==> src/rtl/cross_bar_slave_mem.sv <==
// cross_bar_slave_mem: single-port memory responder for one crossbar slave port.
// Latency: accept edge E0, slave_ack high in the cycle after E0+W+1; one idle cycle follows each ack.
// Backpressure: one transaction in flight; slave_req is ignored outside IDLE, so the requester holds it until ack.
//
// Ports:
//   clk          block clock, rising edge
//   areset       asynchronous active-high reset (clears FSM, outputs and memory)
//   slave_req    request valid, sampled only in IDLE
//   slave_addr   byte address, word index = slave_addr[MEM_AW+1:2]
//   slave_cmd    1 = write, 0 = read
//   slave_wdata  write data
//   slave_ack    one-cycle completion pulse
//   slave_rdata  read data, updated only by read completions
//
// Optional feature: define SLAVE_MEM_RANDOM_WAIT_EN to draw the wait-state count per
// transaction from an 8-bit LFSR (lfsr % (WAIT_CYCLES+1)); otherwise every transaction
// uses WAIT_CYCLES wait states.

module cross_bar_slave_mem #(
  parameter int ADDR_W      = 32,
  parameter int DATA_W      = 32,
  parameter int MEM_AW      = 4,
  parameter int WAIT_CYCLES = 2
) (
  input  logic              clk,
  input  logic              areset,
  input  logic              slave_req,
  input  logic [ADDR_W-1:0] slave_addr,
  input  logic              slave_cmd,
  input  logic [DATA_W-1:0] slave_wdata,
  output logic              slave_ack,
  output logic [DATA_W-1:0] slave_rdata
);

  localparam int DEPTH = 1 << MEM_AW;

  typedef enum logic [1:0] {
    ST_IDLE = 2'd0,
    ST_WAIT = 2'd1,
    ST_ACK  = 2'd2
  } state_t;

  state_t              state;
  state_t              state_nxt;
  logic [7:0]          wait_cnt;
  logic [7:0]          wait_load;
  logic [MEM_AW-1:0]   idx_q;
  logic                cmd_q;
  logic [DATA_W-1:0]   wdata_q;
  logic [DATA_W-1:0]   mem [DEPTH];
  logic                accept;
  logic                done;

  // Only the word-index bits of the address matter; the rest are deliberately dropped.
  logic unused_addr_bits;
  assign unused_addr_bits = ^{slave_addr[ADDR_W-1:MEM_AW+2], slave_addr[1:0]};

  assign accept    = (state == ST_IDLE) && slave_req;
  // Last wait cycle: the memory access happens on the edge that moves to ACK.
  assign done      = (state == ST_WAIT) && (wait_cnt == 8'd0);
  assign slave_ack = (state == ST_ACK);

`ifdef SLAVE_MEM_RANDOM_WAIT_EN
  // 9-bit modulus so WAIT_CYCLES=255 (modulus 256) does not overflow.
  localparam logic [8:0] WAIT_MOD = 9'(WAIT_CYCLES + 1);

  logic [7:0] lfsr;

  // Fibonacci LFSR x^8+x^6+x^5+x^4+1, stepped once per accepted transaction.
  always_ff @(posedge clk or posedge areset) begin
    if (areset) begin
      lfsr <= 8'hA5;
    end else if (accept) begin
      lfsr <= {lfsr[6:0], lfsr[7] ^ lfsr[5] ^ lfsr[4] ^ lfsr[3]};
    end
  end

  // The wait count uses the LFSR value present at the accept edge, before it steps.
  assign wait_load = 8'({1'b0, lfsr} % WAIT_MOD);
`else
  assign wait_load = 8'(WAIT_CYCLES);
`endif

  // State register.
  always_ff @(posedge clk or posedge areset) begin
    if (areset) begin
      state <= ST_IDLE;
    end else begin
      state <= state_nxt;
    end
  end

  // Next-state logic. A request dropped during WAIT does not abort the transaction.
  always_comb begin
    state_nxt = state;
    case (state)
      ST_IDLE: if (slave_req) state_nxt = ST_WAIT;
      ST_WAIT: if (wait_cnt == 8'd0) state_nxt = ST_ACK;
      ST_ACK:  state_nxt = ST_IDLE;
      default: state_nxt = ST_IDLE;
    endcase
  end

  // Request capture and wait counter. Inputs are only looked at on the accept edge.
  always_ff @(posedge clk or posedge areset) begin
    if (areset) begin
      wait_cnt <= 8'd0;
      idx_q    <= '0;
      cmd_q    <= 1'b0;
      wdata_q  <= '0;
    end else if (accept) begin
      wait_cnt <= wait_load;
      idx_q    <= slave_addr[MEM_AW+1:2];
      cmd_q    <= slave_cmd;
      wdata_q  <= slave_wdata;
    end else if ((state == ST_WAIT) && (wait_cnt != 8'd0)) begin
      wait_cnt <= wait_cnt - 8'd1;
    end
  end

  // Memory and read-data register. Reset clears every word so a transaction
  // interrupted by reset leaves no trace.
  always_ff @(posedge clk or posedge areset) begin
    if (areset) begin
      for (int i = 0; i < DEPTH; i++) begin
        mem[i] <= '0;
      end
      slave_rdata <= '0;
    end else if (done) begin
      if (cmd_q) begin
        mem[idx_q] <= wdata_q;
      end else begin
        slave_rdata <= mem[idx_q];
      end
    end
  end

endmodule

==> config.mk <==
export PLATFORM = sky130hd
export DESIGN_NAME = cross_bar_slave_mem
export DESIGN_NICKNAME = d
export VERILOG_FILES = /design/src/rtl/cross_bar_slave_mem.sv
export SDC_FILE = /design/constraint.sdc
export NUM_CORES = 1
export LEC_CHECK = 0
export ABC_AREA = 1
export CAP_MARGIN = 20
export CORE_MARGIN = 4
export CORE_UTILIZATION = 55
export CTS_CLUSTER_SIZE = 28
export DETAILED_ROUTE_END_ITERATION = 10
export GPL_ROUTABILITY_DRIVEN = 0
export PLACE_DENSITY = 0.71
export SLEW_MARGIN = 0
export SYNTH_ARGS = -nofsm -noshare
export SYNTH_HDL_FRONTEND = slang
export SYNTH_SLANG_ARGS = --single-unit
==> constraint.sdc <==
create_clock -name clk -period 46.3 [get_ports clk]
set_input_delay 4.63 -clock clk [delete_from_list [all_inputs] [get_ports clk]]
set_output_delay 4.63 -clock clk [all_outputs]
set_load 0.005 [all_outputs]
# Word level (Yosys, flattened, before mapping)
# Index checks and enable logic that the tools add are counted.
# op_classes
n_bitwise	2
reduce_logical	11
add_sub_neg	1
magnitude_cmp	2
eq_ne	4
muxes	11
# op_table
operator	n
$bwmux W512	1
$bmux W32 S4	1
$demux W32 S4	1
$mux W32	3
$mux W8	2
$logic_not A8 Y1	1
$reduce_bool A8 Y1	1
$sub A8 B1 Y8 const B	1
$reduce_and A2 Y1	3
$ge A5 B5 Y1 const B	1
$lt A5 B1 Y1 const B	1
$not A4 Y5	1
$logic_and A1 B1 Y1	4
$mux W2	2
$ne A2 B2 Y1 const B	2
$pmux W2 S2	1
$eq A2 B1 Y1 const B	1
$eq A2 B2 Y1 const B	1
$logic_not A2 Y1	1
$reduce_bool A2 Y1	1
$not A1 Y1	1
# totals
in_bits	68
elab_cells	53
output_inout_bits	33
register_bits	591

# Depth between registers and ports, before layout
# logic_depth
word_depth	6
ltp_mapped	12
depth_no_buf	10

# Worst setup path after synthesis
# Ideal clock, no wire load.
# synth_timing
kind	input to register
startpoint	in slave_req
endpoint	reg idx_q[1]
path_slack_ns	40.899
t_arrival_ns	5.265
cell_stages	4
n_path_buf	1
setup_time_ns	0.136
required_time_ns	46.164
path_cell_list	nand3_1 -> inv_1 -> clkbuf_1 -> o21ai_0
# synth_via
elab_chain_cells	1
# synth_lines
item	line_no	rtl
start: declaration	27	input logic slave_req,
$logic_and A1 B1 Y1	58	assign accept = (state == ST_IDLE) && slave_req;
end signal: assignment	113	idx_q <= slave_addr[MEM_AW+1:2];
end: declaration	47	logic [MEM_AW-1:0] idx_q;
# No other way between the ends.
# A chain may end at the register's enable or synchronous reset.

==> results_dict.tcl <==
set metrics [dict create \
    skew_ps 20.4 \
    critical-path-slowest-cell "buf_4" \
    timing_max_transition_violations_final 0 \
    fmax_ghz 0.146 \
    synthSimpleGateAreaFrac_pct 42.1 \
    vias 25119 \
    synth_top_family_by_area "simple AND/OR/NAND/NOR gates" \
    path_max_fanout 153 \
    crit_chain "clkdlybuf4s50_1, inv_8, buf_12, buf_4" \
    period_minus_slack_ps 6850 \
    synth_warnings 0 \
    period_share_pct 14.8 \
    timing.rr.start "idx_q[1]" \
    tightest_slew_ps 1140 \
    power_leakage_nw 18.5 \
    io_pins 101 \
    clk_pin_slew_ps 60 \
    drt_iter0_drc 2617 \
    cts_sinks 591 \
    clock_latency_ps 600 \
    die_width_um 234 \
    track_usage_pct 32.1 \
    syn_area_um2 28200 \
    layout.nets 4062 \
    r2r_cells 8 \
    drc_errors 0 \
    setup_viol 0 \
    via_per_inst 5.33 \
    mostFrequentLayoutCells "nand2_1, dfrtp_1, inv_1" \
    startpoint_type "input pin" \
    r2r-end "mem[468]" \
    grt_pass1_vias 23500 \
    slew-limit-headroom_pct 23.4 \
    postCtsResizedCells 0 \
    place_ws_ps 38710 \
    fp.dieH_um 234 \
    layout_commonest_cell "nand2_1" \
    cp.arrival_ps 7330 \
    required_ps 46780 \
    clockBufferDepth 3 \
    crit_type "input pin to asynchronous set/reset pin" \
    wl_per_cell_um 18.4 \
    synth_xor_area_share_pct 0.0311 \
    rsz0062_at_grt "false" \
    place_area_um2 29300 \
    endpoint_kind "asynchronous set/reset pin" \
    cts_buffers 66 \
    dieArea_um2 54900 \
    final_area_um2 31700 \
    tns_ps 0 \
    final-hold-violation-count 0 \
    routed_wl_um 86600 \
    cts_tree "built" \
    finish.utilization_pct 63.0 \
    portBuffers 72 \
    grt_max_degree 154 \
    h-tree-depth 3 \
    post-cts-setup-buffers 0 \
    syn_nets 4135 \
    yosysSeqAreaShare_pct 52.5 \
    hpwlAfterDp_um 48600 \
    cts_root_buf "clkbuf_16" \
    cellPowerDensity_nw_per_um2 54.3 \
    synthMuxAreaShare_pct 0 \
    critPathTopFamily "buffers and inverters" \
    area_growth_pct 12.6 \
    holdPathEnd "mem[361]" \
    cpPeakStageDelay_ps 860 \
    grt_pass1_wl_um 136000 \
    critPathBufInv 4 \
    worst_slack_ps 39450 \
    ys_types 21 \
    drive_gt1_share_pct 5.17 \
    syn_avg_cell_area_um2 6.93 \
    firstDrtPassIters 5 \
    peakVddDrop_mv 0.0550 \
    status "completed" \
    grt_overflow 0 \
    cts_hold_buf 0 \
    diodes 0 \
    hold_depth 2 \
    rows 82 \
    synth_compound_area_share_pct 0.195 \
    core_um2 50400 \
    hold_path_class "register to register" \
    postRouteAntennaNets 0 \
    regToRegSetupSlack_ps 41670 \
    maxCapViolations 0 \
    ys_seq_elements 591 \
    synthCells 4065 \
    synthAdderAreaFrac_pct 0.0888 \
    initial_core_util_pct 55.9 \
    antenna_found_initial 0 \
    min-delay-start "mem[361]" \
]
how the worst max path moves through the flow:
stage / start / endpoint / cells after the start
after CTS: areset / idx_q[1] / 4
after floorplan: areset / cmd_q / 1
after global routing: areset / idx_q[1] / 4
after global placement: areset / idx_q[0] / 4
after detailed placement: areset / idx_q[0] / 4
final: areset / idx_q[1] / 4
worst reg2reg max path: stages, from the launching register on:
cell and delay, ps:
dfrtp_4 550, inv_4 310, buf_4 700, buf_4 830, nand2_1 490, nor3_4 1010, buf_4 470, nand2_1 140
nand2_1 90
routing by layer:
metal  global-route usage (%)  wire [um]  vias to the layer above
li1                         -          -                    11953
met2                     49.6      38800                     1136
met5                        0          0                        -
met3                     6.32       8110                      189
met4                     11.0       3010                        0
met1                     45.8      36700                    11841
flip-flops by register name, summed over array words and instances (netlist names):
signal       flops
cmd_q            1
idx_q            4
mem            512
slave_rdata     32
state            2
wait_cnt         8
wdata_q         32
cells in the mapped netlist, drive strengths merged:
cell	number	share of area, %
nand3	90	1.6
buf	68	1.1
dfrtp	591	52
nand4	2	0.044
clkbuf	201	2.7
ha	2	0.089
nor3	17	0.59
inv	93	1.2
nand2	2906	39
o21ai	11	0.20
nor2	82	1.1
nor4	1	0.022
xor2	1	0.031
layout make-up:
cell class                 instances  area [um2]
fill                            4515       18700
sequential                       591       14800
multi-input combinational       3112       12200
clock buffer                     105        2080
timing repair buffer             128        1220
tap                              672         841
inverter                          93         364
clock inverter                    14         254
report_power, final:
part	switching [mW]	internal (mW)
clock	0.213	0.348
sequential	0.137	0.609
combinational	0.300	0.115
total	0.650	1.07
per-stage QoR:
step	hold WS (ps)	std cells	total power [mW]
6_report	474	4715	1.72
5_1_grt	488	4715	1.81
4_1_cts	481	4713	1.72
2_1_floorplan	449	4065	0.981
3_5_place_dp	465	4594	1.16
3_3_place_gp	462	4591	1.15
kinds of logic (layout without fill, tap and decap cells):
logic type      count (synthesis)  in the layout
compound gates                 11             11
xor+xnor                        1              1
fa+ha+maj                       2              2
buf+inv                       362            340
flops                         591            591
simple gates                 3098           3098
No activity file was read; power rests on OpenSTA's default activity.
